[src/rtl/fp16_pkg.sv]
// Shared binary16 definitions for the half-precision add/sub sequencer:
// constants, flag indices, FSM states and the operand unpack helper.
package fp16_pkg;

  localparam int          EXP_BIAS = 15;
  localparam int          EXP_MAX  = 31;
  localparam logic [15:0] QNAN     = 16'h7E00;
  localparam logic [15:0] POS_INF  = 16'h7C00;

  localparam int FLAG_NV = 4;
  localparam int FLAG_DZ = 3;
  localparam int FLAG_UF = 2;
  localparam int FLAG_OF = 1;
  localparam int FLAG_NX = 0;

  typedef enum logic [2:0] {
    S_IDLE  = 3'd0,
    S_ALIGN = 3'd1,
    S_MAG   = 3'd2,
    S_NORM  = 3'd3,
    S_ROUND = 3'd4,
    S_DONE  = 3'd5
  } state_e;

  typedef struct packed {
    logic        sign;
    logic [4:0]  exp;
    logic [10:0] mant;
    logic        is_nan;
    logic        is_snan;
    logic        is_inf;
    logic        is_zero;
  } fp16_unpacked_t;

  // Subnormals are presented with exponent 1 and hidden bit 0 so both
  // operands share one alignment rule; flip applies the subtract sign.
  function automatic fp16_unpacked_t fp16_unpack(input logic [15:0] v, input logic flip);
    fp16_unpacked_t u;
    u.sign    = v[15] ^ flip;
    u.exp     = (v[14:10] == 5'd0) ? 5'd1 : v[14:10];
    u.mant    = {(v[14:10] != 5'd0), v[9:0]};
    u.is_nan  = (v[14:10] == 5'(EXP_MAX)) && (v[9:0] != 10'd0);
    u.is_snan = u.is_nan && !v[9];
    u.is_inf  = (v[14:10] == 5'(EXP_MAX)) && (v[9:0] == 10'd0);
    u.is_zero = (v[14:0] == 15'd0);
    return u;
  endfunction

endpackage

[src/rtl/half_lzc_shift.sv]
// Normalizes a 15-bit magnitude so its MSB lands on bit 13, limiting the
// left shift so the exponent never drops below 1 (subnormal floor).
module half_lzc_shift (
  input  logic [14:0] val_i,
  input  logic [5:0]  exp_i,
  output logic [13:0] val_o,
  output logic [5:0]  exp_o
);

  logic [3:0] lz;
  logic [3:0] want;
  logic [5:0] room;
  logic [3:0] shamt;

  always_comb begin
    lz = 4'd15;
    for (int i = 0; i < 15; i++) begin
      if (val_i[i]) lz = 4'(14 - i);
    end
    want  = (lz == 4'd0) ? 4'd0 : lz - 4'd1;
    room  = exp_i - 6'd1;
    shamt = (room > {2'b00, want}) ? want : room[3:0];
    val_o = 14'(val_i << shamt);
    exp_o = exp_i - {2'b00, shamt};
  end

endmodule

[src/rtl/half_addsub_seq.sv]
// Multi-cycle binary16 add/sub: one shared datapath stepped through
// align, magnitude add/sub, normalize and round/pack, result held until taken.
module half_addsub_seq
  import fp16_pkg::*;
#(
  parameter bit FAST_SPECIAL = 1'b1,
  parameter bit FTZ          = 1'b0
) (
  input  logic        CLK,
  input  logic        RST_N,
  input  logic        IN_VALID,
  output logic        IN_READY,
  input  logic [15:0] IN_A,
  input  logic [15:0] IN_B,
  input  logic        IN_OP,
  output logic        OUT_VALID,
  input  logic        OUT_READY,
  output logic [15:0] Q,
  output logic [4:0]  FLAGS,
  output logic        BUSY,
  output state_e      DBG_STATE
);

  // Handshake: a transfer happens on any rising edge where valid and ready
  // are both high; ready never depends on valid, and a held valid keeps its data.

  state_e      state_q, state_d;
  logic [15:0] a_q, a_d, b_q, b_d;
  logic        op_q, op_d;
  logic        sign_q, sign_d;
  logic [4:0]  exp_q, exp_d;
  logic [13:0] big_q, big_d, small_q, small_d;
  logic        sub_q, sub_d;
  logic [14:0] sum_q, sum_d;
  logic [13:0] nm_q, nm_d;
  logic [5:0]  nexp_q, nexp_d;
  logic [15:0] q_q, q_d;
  logic [4:0]  flags_q, flags_d;

  fp16_unpacked_t ua, ub;
  logic [15:0] sp_a, sp_b;
  logic        sp_op, sp_hit;
  logic [15:0] sp_q;
  logic [4:0]  sp_flags;

  // Special-operand decode looks at the live inputs while idle (fast bypass)
  // and at the captured operands once an operation is in flight.
  always_comb begin
    sp_a     = (state_q == S_IDLE) ? IN_A  : a_q;
    sp_b     = (state_q == S_IDLE) ? IN_B  : b_q;
    sp_op    = (state_q == S_IDLE) ? IN_OP : op_q;
    ua       = fp16_unpack(sp_a, 1'b0);
    ub       = fp16_unpack(sp_b, sp_op);
    sp_hit   = ua.is_nan | ub.is_nan | ua.is_inf | ub.is_inf | ua.is_zero | ub.is_zero;
    sp_q     = 16'h0000;
    sp_flags = 5'b00000;
    if (ua.is_nan || ub.is_nan) begin
      sp_q              = QNAN;
      sp_flags[FLAG_NV] = ua.is_snan | ub.is_snan;
    end else if (ua.is_inf && ub.is_inf) begin
      if (ua.sign != ub.sign) begin
        sp_q              = QNAN;
        sp_flags[FLAG_NV] = 1'b1;
      end else begin
        sp_q = POS_INF | {ua.sign, 15'd0};
      end
    end else if (ua.is_inf) begin
      sp_q = POS_INF | {ua.sign, 15'd0};
    end else if (ub.is_inf) begin
      sp_q = POS_INF | {ub.sign, 15'd0};
    end else if (ua.is_zero && ub.is_zero) begin
      sp_q = {ua.sign & ub.sign, 15'd0};
    end else if (ua.is_zero) begin
      sp_q = {ub.sign, sp_b[14:0]};
    end else begin
      sp_q = {ua.sign, sp_a[14:0]};
    end
  end

  logic        a_big;
  logic        big_sign;
  logic [4:0]  big_exp, sml_exp, diff;
  logic [10:0] big_mant, sml_mant;
  logic [13:0] sfield, shifted, lost, aligned;

  always_comb begin
    a_big    = {ua.exp, ua.mant} >= {ub.exp, ub.mant};
    big_sign = a_big ? ua.sign : ub.sign;
    big_exp  = a_big ? ua.exp  : ub.exp;
    big_mant = a_big ? ua.mant : ub.mant;
    sml_exp  = a_big ? ub.exp  : ua.exp;
    sml_mant = a_big ? ub.mant : ua.mant;
    diff     = big_exp - sml_exp;
    sfield   = {sml_mant, 3'b000};
    shifted  = sfield >> diff;
    lost     = sfield & ~(14'h3FFF << diff);
    if (diff >= 5'd14) aligned = {13'd0, |sml_mant};
    else               aligned = {shifted[13:1], shifted[0] | (|lost)};
  end

  logic [13:0] lz_val;
  logic [5:0]  lz_exp;

  half_lzc_shift u_lzc (
    .val_i (sum_q),
    .exp_i ({1'b0, exp_q}),
    .val_o (lz_val),
    .exp_o (lz_exp)
  );

  logic [10:0] rm, rmant;
  logic        g, r, s, rnd_up, nx, tiny;
  logic [11:0] rsum;
  logic [5:0]  rexp;
  logic [15:0] rq;
  logic [4:0]  rflags;

  always_comb begin
    rm     = nm_q[13:3];
    g      = nm_q[2];
    r      = nm_q[1];
    s      = nm_q[0];
    rnd_up = g & (r | s | rm[0]);
    rsum   = {1'b0, rm} + {11'd0, rnd_up};
    rmant  = rsum[11] ? rsum[11:1] : rsum[10:0];
    rexp   = rsum[11] ? nexp_q + 6'd1 : nexp_q;
    nx     = g | r | s;
    tiny   = ~nm_q[13];
    rq     = {sign_q, (rmant[10] ? rexp[4:0] : 5'd0), rmant[9:0]};
    rflags = 5'b00000;
    rflags[FLAG_NX] = nx;
    rflags[FLAG_UF] = tiny & nx;
    if (FTZ && !rmant[10]) begin
      rq              = {sign_q, 15'd0};
      rflags[FLAG_UF] = 1'b1;
      rflags[FLAG_NX] = 1'b1;
    end
    if (rexp >= 6'(EXP_MAX)) begin
      rq              = POS_INF | {sign_q, 15'd0};
      rflags          = 5'b00000;
      rflags[FLAG_OF] = 1'b1;
      rflags[FLAG_NX] = 1'b1;
    end
    // Exact cancellation always yields +0, whatever the operand signs.
    if (nm_q == 14'd0) begin
      rq     = 16'h0000;
      rflags = 5'b00000;
    end
  end

  always_comb begin
    state_d = state_q;
    a_d     = a_q;
    b_d     = b_q;
    op_d    = op_q;
    sign_d  = sign_q;
    exp_d   = exp_q;
    big_d   = big_q;
    small_d = small_q;
    sub_d   = sub_q;
    sum_d   = sum_q;
    nm_d    = nm_q;
    nexp_d  = nexp_q;
    q_d     = q_q;
    flags_d = flags_q;
    case (state_q)
      S_IDLE: begin
        if (IN_VALID) begin
          a_d  = IN_A;
          b_d  = IN_B;
          op_d = IN_OP;
          if (FAST_SPECIAL && sp_hit) begin
            q_d     = sp_q;
            flags_d = sp_flags;
            state_d = S_DONE;
          end else begin
            state_d = S_ALIGN;
          end
        end
      end
      S_ALIGN: begin
        sign_d  = big_sign;
        exp_d   = big_exp;
        big_d   = {big_mant, 3'b000};
        small_d = aligned;
        sub_d   = ua.sign ^ ub.sign;
        state_d = S_MAG;
      end
      S_MAG: begin
        sum_d   = sub_q ? ({1'b0, big_q} - {1'b0, small_q}) : ({1'b0, big_q} + {1'b0, small_q});
        state_d = S_NORM;
      end
      S_NORM: begin
        if (sum_q[14]) begin
          nm_d   = {sum_q[14:2], sum_q[1] | sum_q[0]};
          nexp_d = {1'b0, exp_q} + 6'd1;
        end else begin
          nm_d   = lz_val;
          nexp_d = lz_exp;
        end
        state_d = S_ROUND;
      end
      S_ROUND: begin
        q_d     = sp_hit ? sp_q     : rq;
        flags_d = sp_hit ? sp_flags : rflags;
        state_d = S_DONE;
      end
      S_DONE: begin
        if (OUT_READY) state_d = S_IDLE;
      end
      default: state_d = S_IDLE;
    endcase
    flags_d[FLAG_DZ] = 1'b0;
  end

  always_ff @(posedge CLK or negedge RST_N) begin
    if (!RST_N) begin
      state_q <= S_IDLE;
      a_q     <= '0;
      b_q     <= '0;
      op_q    <= 1'b0;
      sign_q  <= 1'b0;
      exp_q   <= '0;
      big_q   <= '0;
      small_q <= '0;
      sub_q   <= 1'b0;
      sum_q   <= '0;
      nm_q    <= '0;
      nexp_q  <= '0;
      q_q     <= '0;
      flags_q <= '0;
    end else begin
      state_q <= state_d;
      a_q     <= a_d;
      b_q     <= b_d;
      op_q    <= op_d;
      sign_q  <= sign_d;
      exp_q   <= exp_d;
      big_q   <= big_d;
      small_q <= small_d;
      sub_q   <= sub_d;
      sum_q   <= sum_d;
      nm_q    <= nm_d;
      nexp_q  <= nexp_d;
      q_q     <= q_d;
      flags_q <= flags_d;
    end
  end

  assign IN_READY  = (state_q == S_IDLE);
  assign OUT_VALID = (state_q == S_DONE);
  assign BUSY      = (state_q != S_IDLE);
  assign Q         = q_q;
  assign FLAGS     = flags_q;
  assign DBG_STATE = state_q;

endmodule

[config.mk]
export PLATFORM = sky130hd
export DESIGN_NAME = half_addsub_seq
export DESIGN_NICKNAME = d
export VERILOG_FILES = /design/src/rtl/fp16_pkg.sv /design/src/rtl/half_lzc_shift.sv /design/src/rtl/half_addsub_seq.sv
export SDC_FILE = /design/constraint.sdc
export NUM_CORES = 1
export LEC_CHECK = 0
export CAP_MARGIN = 25
export CORE_MARGIN = 5
export CORE_UTILIZATION = 65
export DETAILED_ROUTE_END_ITERATION = 12
export PLACE_DENSITY = 0.86
export SYNTH_ARGS = -nofsm -noshare
export SYNTH_HDL_FRONTEND = slang
export SYNTH_SLANG_ARGS = --single-unit
[constraint.sdc]
create_clock -name CLK -period 13.76 [get_ports CLK]
set_input_delay 3.44 -clock CLK [delete_from_list [all_inputs] [get_ports CLK]]
set_output_delay 3.44 -clock CLK [all_outputs]
set_load 0.005 [all_outputs]
==> results of run 1 <==
Yosys cell counts (all sizes together), types with 5 or more instances:
cell type	n	area share
mux2	46	0.053
o22ai	6	0.0038
a21o	16	0.012
o31ai	19	0.014
inv	68	0.026
o21a	5	0.0038
a22o	8	0.0070
nor2b	11	0.0069
nand4	5	0.0031
buf	29	0.018
xnor2	25	0.022
a221oi	6	0.0053
nor4	9	0.0063
nor3	23	0.012
a31oi	10	0.0063
nand2	130	0.049
or3	8	0.0050
o211ai	6	0.0045
and2	13	0.0082
xor2	8	0.0070
nand3	18	0.0091
and3	9	0.0057
mux4	6	0.014
o2111ai	5	0.0044
or4	6	0.0045
a21oi	73	0.037
a22oi	8	0.0060
nor3b	7	0.0053
clkbuf	41	0.015
ha	56	0.070
nand3b	7	0.0057
nor2	80	0.031
a211oi	7	0.0070
o21ai	90	0.046
mux2i	81	0.082
dfrtp	123	0.31
o21bai	10	0.0075
nand2b	12	0.0075
worst min path at each step:
stage	from	to	slack, ps	cells after the start
floorplan	sign_q	sign_q	450	2
global placement	Q[10]	Q[10]	460	2
detailed placement	Q[10]	Q[10]	470	2
CTS	Q[10]	Q[10]	480	2
global route	Q[10]	Q[10]	500	2
finish	Q[10]	Q[10]	480	2
routing by layer:
layer / GRT usage / share of wire
met1: 0.407 / 0.40
met3: 0.0634 / 0.084
met4: 0.107 / 0.033
met2: 0.526 / 0.49
met5: 0 / 0
area by class of cell:
class,instances,area share
Multi-Input combinational cell,891,0.563
Clock buffer,17,0.0381
Inverter,68,0.0231
Sequential cell,123,0.276
Clock inverter,14,0.0104
Tap cell,188,0.0211
Timing Repair Buffer,78,0.0686
sequential cells by signal, indices dropped and copies added, names as in the netlist:
signal,count
sign_q,1
exp_q,5
small_q,14
sub_q,1
a_q,16
DBG_STATE,3
op_q,1
FLAGS,4
nexp_q,6
nm_q,14
sum_q,15
Q,16
big_q,11
b_q,16
through the flow:
stage	instance area, µm²	hold slack [ps]	utilization	worst slack, ps	instances
after floorplan	9950	451	-	5360	1152
after global placement	10600	460	0.701	5150	1346
after detailed placement	10600	467	0.701	5020	1346
after CTS	11100	481	0.737	5450	1377
after global routing	11200	497	0.740	5210	1379
final	11200	476	0.740	5530	1379
critical path, stage by stage:
cell and delay [ps]:
clkdlybuf4s50_1 480, or4_1 550, nor2_1 160, o32ai_2 120, ha_1 790, nand4_1 160, a21oi_1 170, o21a_1 250
a211oi_4 50, o22a_1 210, ha_1 660, inv_1 370, mux4_2 550, mux2_4 280, a21oi_1 170, o31ai_1 90
logic make-up (layout without fill, tap and decap cells):
kind of cell               count (synthesis)  in the layout  share of synthesized area
and+or+nand+nor                          351            351                      0.170
DFF                                      123            123                      0.309
xor gates and xnor gates                  33             33                     0.0290
muxes                                    133            133                      0.149
AOI/OAI and AO/OA                        315            315                      0.209
adders and majority gates                 58             58                     0.0744
other                                      1              1                   0.000377
buffers and inverters                    138            177                     0.0597
==> impl.org, run 1 <==
** Run status
- The run finished with clean final reports.

** Floorplanning
- Die span in y :: 134 µm
- The initial utilization of the core area, before any placement, comes to 0.659.
- Area enclosed by the die boundary :: 17900 µm²
- The die is 134 µm wide.
- The total area inside the core boundary comes to 15100 µm².
- Pin placement for this block handled 64 I/O pins.
- The initialized floorplan defines 45 standard-cell rows.

** Worst setup path
- In this run the critical register-to-register path is launched from DBG_STATE[2].
- The critical path is of the in -> reg type.
- The worst setup path is launched from an input port.
- The most critical setup path has its startpoint at IN_B[10].
- R2R cell count :: 16
- At the worst endpoint, the arrival time is 8510 ps.
- CP required :: 14040 ps
- Minimum setup slack among reg-to-reg paths :: 7420 ps
- Reg-to-reg endpoint :: small_q[12]
- Critical path fanouts, max :: 20
- STA classifies the critical path endpoint as a register.
- Following the worst setup path forward leads to its endpoint at small_q[2].

** Final layout
- Relative to the synthesized area, the layout overhead comes to 12.2%.
- Multi-input gate area in the final layout :: 6290 µm²
- # fillers :: 1140
- In the final layout, the share of cells above drive strength 1 is 0.103.
- Commonest non-fill, non-tap cell in the layout :: nand2_1
- Registers take 3080 µm².
- Final nets :: 1274
- Most used cells in the layout excluding fill and tap cells :: nand2_1 (130), dfrtp_1 (123), o21ai_0 (87)
- 0 antenna diodes ended up in the layout.

** Synth
- Synth Area per Inst :: 8.64 µm²
- Yosys warnings :: 0
- For this run, the register share of the synthesized area comes to 0.309.
- Post-synth cell types :: 85
- Most used DFF post-synth :: dfrtp_1
- The cell count after synthesis came out at 1152.
- In this run the cell area of the synthesized design comes to 9950 µm².
- Yosys reg bits :: 123
- The number of nets in the synthesized netlist is 1247.
- EDFF count, synth :: 0
- Share of synthesized flip-flops with an asynchronous set or reset :: 1.00

** GRT
- The first global-routing pass estimated 45300 µm of wire.
- Maximum number of pins on one net before global-route repair :: 83
- Summed over all layers, the global routing overflow is 0.
- Via count of the first global-routing pass :: 8743
- GRT Util Overall :: 0.314
- The initial antenna violation count came to 0.

** CTS
- After clock tree synthesis, the clock-pin slew on the worst setup and hold paths is 60 ps.
- Buffers added to address setup during post-CTS repair amount to 0.
- Clock tree synthesis selected as its root buffer the cell clkbuf_16.
- The longest clock path from root to sink contains 2 buffers.
- The later pin in the worst-skew pair is clocked with a latency of 420 ps.
- TritonCTS built the clock tree.
- Counting the buffers created by CTS gives 17.
- The number of hold buffers added after CTS was 0.
- Sinks on Clock Net :: 123
- H-Tree Depth :: 4
- In this run, post-CTS repair resized a total of 0 instances.

** Placement
- The congestion estimate from routability-driven global placement came to 0.941.
- Input and output buffers added on the ports amount to 62.
- Final HPWL DP :: 20400 µm

** Detailed routing
- The detailed router finished its first iteration with 981 violations.
- DRC viols :: 0
- Routed vias :: 9158
- For this run, the detailed router's first-pass iteration total came to 6.
- Wirelength, routed :: 27500 µm
- Antenna-violating nets left :: 0
- In the final routed layout, each cell accounts on average for 20.0 µm.
- Vias/cell :: 6.64

** STA
- Pin slew with the least headroom to its limit :: 826 ps
- Total negative slack for setup checks :: 0 ps
- The final hold violation count was 0.
- Setup repair after global routing left no endpoint under its margin.
- Final setup violation count :: 0
- In the finished design, the share of the clock period the worst path needs comes to 0.598.
- Based on the critical path, the design can be clocked at up to 0.122 GHz.
- Max-slew headroom at the worst pin :: 0.448
- Final setup skew :: 6.56 ps
- Subtracting the final worst setup slack from the clock period gives 8230 ps.
- Number of pins with negative max-slew slack in the final report :: 0

** Flow run
- Max-cap violations :: 0

** Hold path
- Classification of the worst-slack hold path :: reg -> reg
Power of run 1 is not shown: default switching activity piles up to over one toggle a cycle in this logic, so the estimate is an artifact.
==> run 2, diff against run 1 <==
--- a/config.mk
+++ b/config.mk
@@ -7,9 +7,9 @@
 export LEC_CHECK = 0
 export CAP_MARGIN = 25
 export CORE_MARGIN = 5
-export CORE_UTILIZATION = 65
+export CORE_UTILIZATION = 61
 export DETAILED_ROUTE_END_ITERATION = 12
-export PLACE_DENSITY = 0.86
+export PLACE_DENSITY = 0.82
 export SYNTH_ARGS = -nofsm -noshare
 export SYNTH_HDL_FRONTEND = slang
 export SYNTH_SLANG_ARGS = --single-unit
==> constraint.sdc (replaced) <==
create_clock -name CLK -period 7.62 [get_ports CLK]
set_input_delay 1.905 -clock CLK [delete_from_list [all_inputs] [get_ports CLK]]
set_output_delay 1.905 -clock CLK [all_outputs]
set_load 0.005 [all_outputs]
==> impl.org, run 2 (synthesized netlist as in run 1, its figures left out) <==
** Run status
- Result of the run :: complete, no violations

** Floorplanning
- The core region area was 15900 µm² (+5.7%).
- The total die area is 19000 µm² (+6.1%).
- The die outline height is 138 µm (+3.0%).
- The number of placement rows was 46 (+2.2%).
- The count of boundary I/O pins was 64 (unchanged).
- The chip width was 138 µm (+3.0%).
- Effective utilization at floorplan :: 0.624 (-0.0353)

** GRT
- The initial antenna violation count is 0 (unchanged).
- The wire length of the first global-routing pass was 45600 µm (+0.75%).
- The number of global-route vias before repair was 8716 (-0.31%).
- GRT Util Overall :: 0.307 (-0.00690)
- The maximum number of pins on one net before global-route repair is 72 (-13%).
- The leftover overflow at the end of global routing came to 0 (unchanged).

** Worst setup path
- Grouping stages by cell kind, the critical path spends the most delay in multiplexers.
- Critical Path End Type :: register
- Path type of the worst setup path :: reg -> reg
- Critical path fanouts, max :: 38 (+90%)
- The number of buffer and inverter instances along the worst setup path came to 4 (+2).
- STA classifies the critical path startpoint as a register.
- Cell chain of the critical path :: or3_1 > inv_4 > mux2i_1 > inv_1 > ha_1 > a21o_1 > a221o_1 > o21a_1 > a211oi_4 > buf_4 > buf_4 > mux2i_1 > mux2i_1 > mux2i_1 > mux2i_1 > a2111o_1 > o21ai_0
- The delay of the slowest cell on the worst path came to 840 ps (+50 ps).
- CP required :: 7960 ps (-6080 ps)
- The arrival time of data at the critical path endpoint is 6830 ps (-1680 ps).
- On the critical path, the stage with the largest delay is an instance of or3_1.
- Cell seen most often among critical-path stages :: mux2i_1

** STA
- The final-report setup violation count came to 0 (unchanged).
- RSZ-0062 raised after global routing :: no
- The routed design could run at a clock period as short as 6490 ps.
- The smallest hold slack was 483 ps (+6.97 ps).
- The final hold violation count is 0 (unchanged).
- Fmax :: 0.154 GHz
- In the finished design, the share of the clock period the worst path needs comes to 0.852.
- Number of pins with negative max-slew slack in the final report :: 0 (unchanged)
- Max-slew headroom at the worst pin :: 0.397 (-0.0510)
- Pin slew with the least headroom to its limit :: 902 ps (+76.4 ps)
- Final setup skew :: 10.4 ps (+3.84 ps)
- The final-layout setup total negative slack came to 0 ps (unchanged).

** CTS
- Clock latency at the later pin of the worst-skew pair :: 430 ps (about the same)
- CTS root buffer :: clkbuf_16
- CTS tree :: built
- The clock sink total is 123 (unchanged).
- The post-cts resize count is 0 (unchanged).
- The deepest clock path buffer count was 2 (unchanged).
- Clock transition at the register clock pins on the worst setup and hold paths after CTS :: 60 ps (about the same)
- Count of hold buffers inserted by post-cts repair :: 0 (unchanged)
- Post-CTS setup buffer count :: 0 (unchanged)
- The maximum level of the CTS H-tree is 4 (unchanged).
- The number of buffers created by CTS is 17 (unchanged).

** Final layout
- The area growth from synthesis to layout is 14.4%.
- Antenna cell count :: 0 (unchanged)
- The share of final-layout standard cells stronger than drive strength 1 is 0.116 (+0.0126).
- Final nets :: 1290 (+1.3%)
- The library cell used most frequently in the layout, excluding fill and tap cells, is nand2_1.
- Most used cells in the layout excluding fill and tap cells :: nand2_1 (130), dfrtp_1 (123), o21ai_0 (87)
- # fillers :: 1236 (+8.4%)
- Number of standard cells in the final layout excluding fillers :: 1424 (+3.3%)
- Finished layout cell area :: 11400 µm² (+1.9%)

** Placement
- The count of buffers from port buffering was 62 (unchanged).
- Final HPWL DP :: 21000 µm (+3.1%)
- Placed instance count :: 1391 (+3.3%)
- RePlAce Congestion :: 1.04 (+10%)
- Area post-placement :: 10700 µm² (+1.5%)

** Detailed routing
- Average routed wire per standard cell :: 19.9 µm (-0.50%)
- The count of routing violations after the opening detailed-route iteration came to 1039 (+5.9%).
- The total routed wirelength is 28300 µm (+2.7%).
- Antenna-violating nets left :: 0 (unchanged)
- The DRC violations left is 0 (unchanged).
- Vias/cell :: 6.45 (-2.9%)
- Pre-Repair DR Iteration Count :: 6 (unchanged)
- The vias after detailed routing came to 9179 (+0.23%).

** Flow run
- Max-cap violations :: 0 (unchanged)

** Hold path
- The tightest min-delay check is of the reg -> reg type.
[run 2: cell types whose count changed in the layout (fill, tap and decap cells not counted)]
cell	previous run	this run
buf_4	15	32
inv_6	5	2
clkinvlp_4	7	5
inv_8	1	0
bufinv_16	0	3
buf_8	1	0
clkbuf_8	0	1
clkinv_2	0	3
[run 2: final cells by class]
class | count | area (µm²) | area share
clock buffer | 18 | 439 | 0.0386
clock inverter | 14 | 169 | 0.0148
inverter | 68 | 258 | 0.0226
multi-input combinational | 891 | 6290 | 0.553
sequential | 123 | 3080 | 0.270
tap | 216 | 270 | 0.0237
timing repair buffer | 94 | 878 | 0.0772
[run 2: worst paths after layout]
kind                         startpoint     endpoint  slack [ps]  depth (start not counted)
setup / recovery           DBG_STATE[2]   small_q[3]        1130                         17
hold / removal                    Q[14]        Q[14]         480                          2
setup reg to reg           DBG_STATE[2]   small_q[3]        1130                         17
hold reg to reg                   Q[14]        Q[14]         480                          2
max in group asynchronous         RST_N  small_q[10]        5080                          3
min in group asynchronous         RST_N        Q[12]        1260                          1
[run 2: worst register-to-register path: stages, from the launching register on]
cell and delay (ps):
dfrtp_1 660, or3_1 850, inv_4 560, mux2i_1 390, inv_1 200, ha_1 430
a21o_1 200, a221o_1 360, o21a_1 230, a211oi_4 180, buf_4 200, buf_4 360
mux2i_1 610, mux2i_1 240, mux2i_1 270, mux2i_1 140, a2111o_1 430, o21ai_0 80
[run 2: stage by stage]
stage | setup WS (ps) | util
final | 1130 | 0.714
after global routing | 905 | 0.714
after detailed placement | 845 | 0.674
after CTS | 1240 | 0.712
after global placement | 900 | 0.674
after floorplan | 760 | -
[run 2: layer usage]
| layer | track usage | wire length (µm) | up-vias |
|---|---|---|---|
| met3 | 0.0541 | 2110 | 73 |
| met4 | 0.115 | 919 | 0 |
| met5 | 0 | 0 | - |
| met2 | 0.512 | 13700 | 426 |
| li1 | - | - | 4262 |
| met1 | 0.400 | 11600 | 4418 |
Power of run 2 is left out for the same reason.
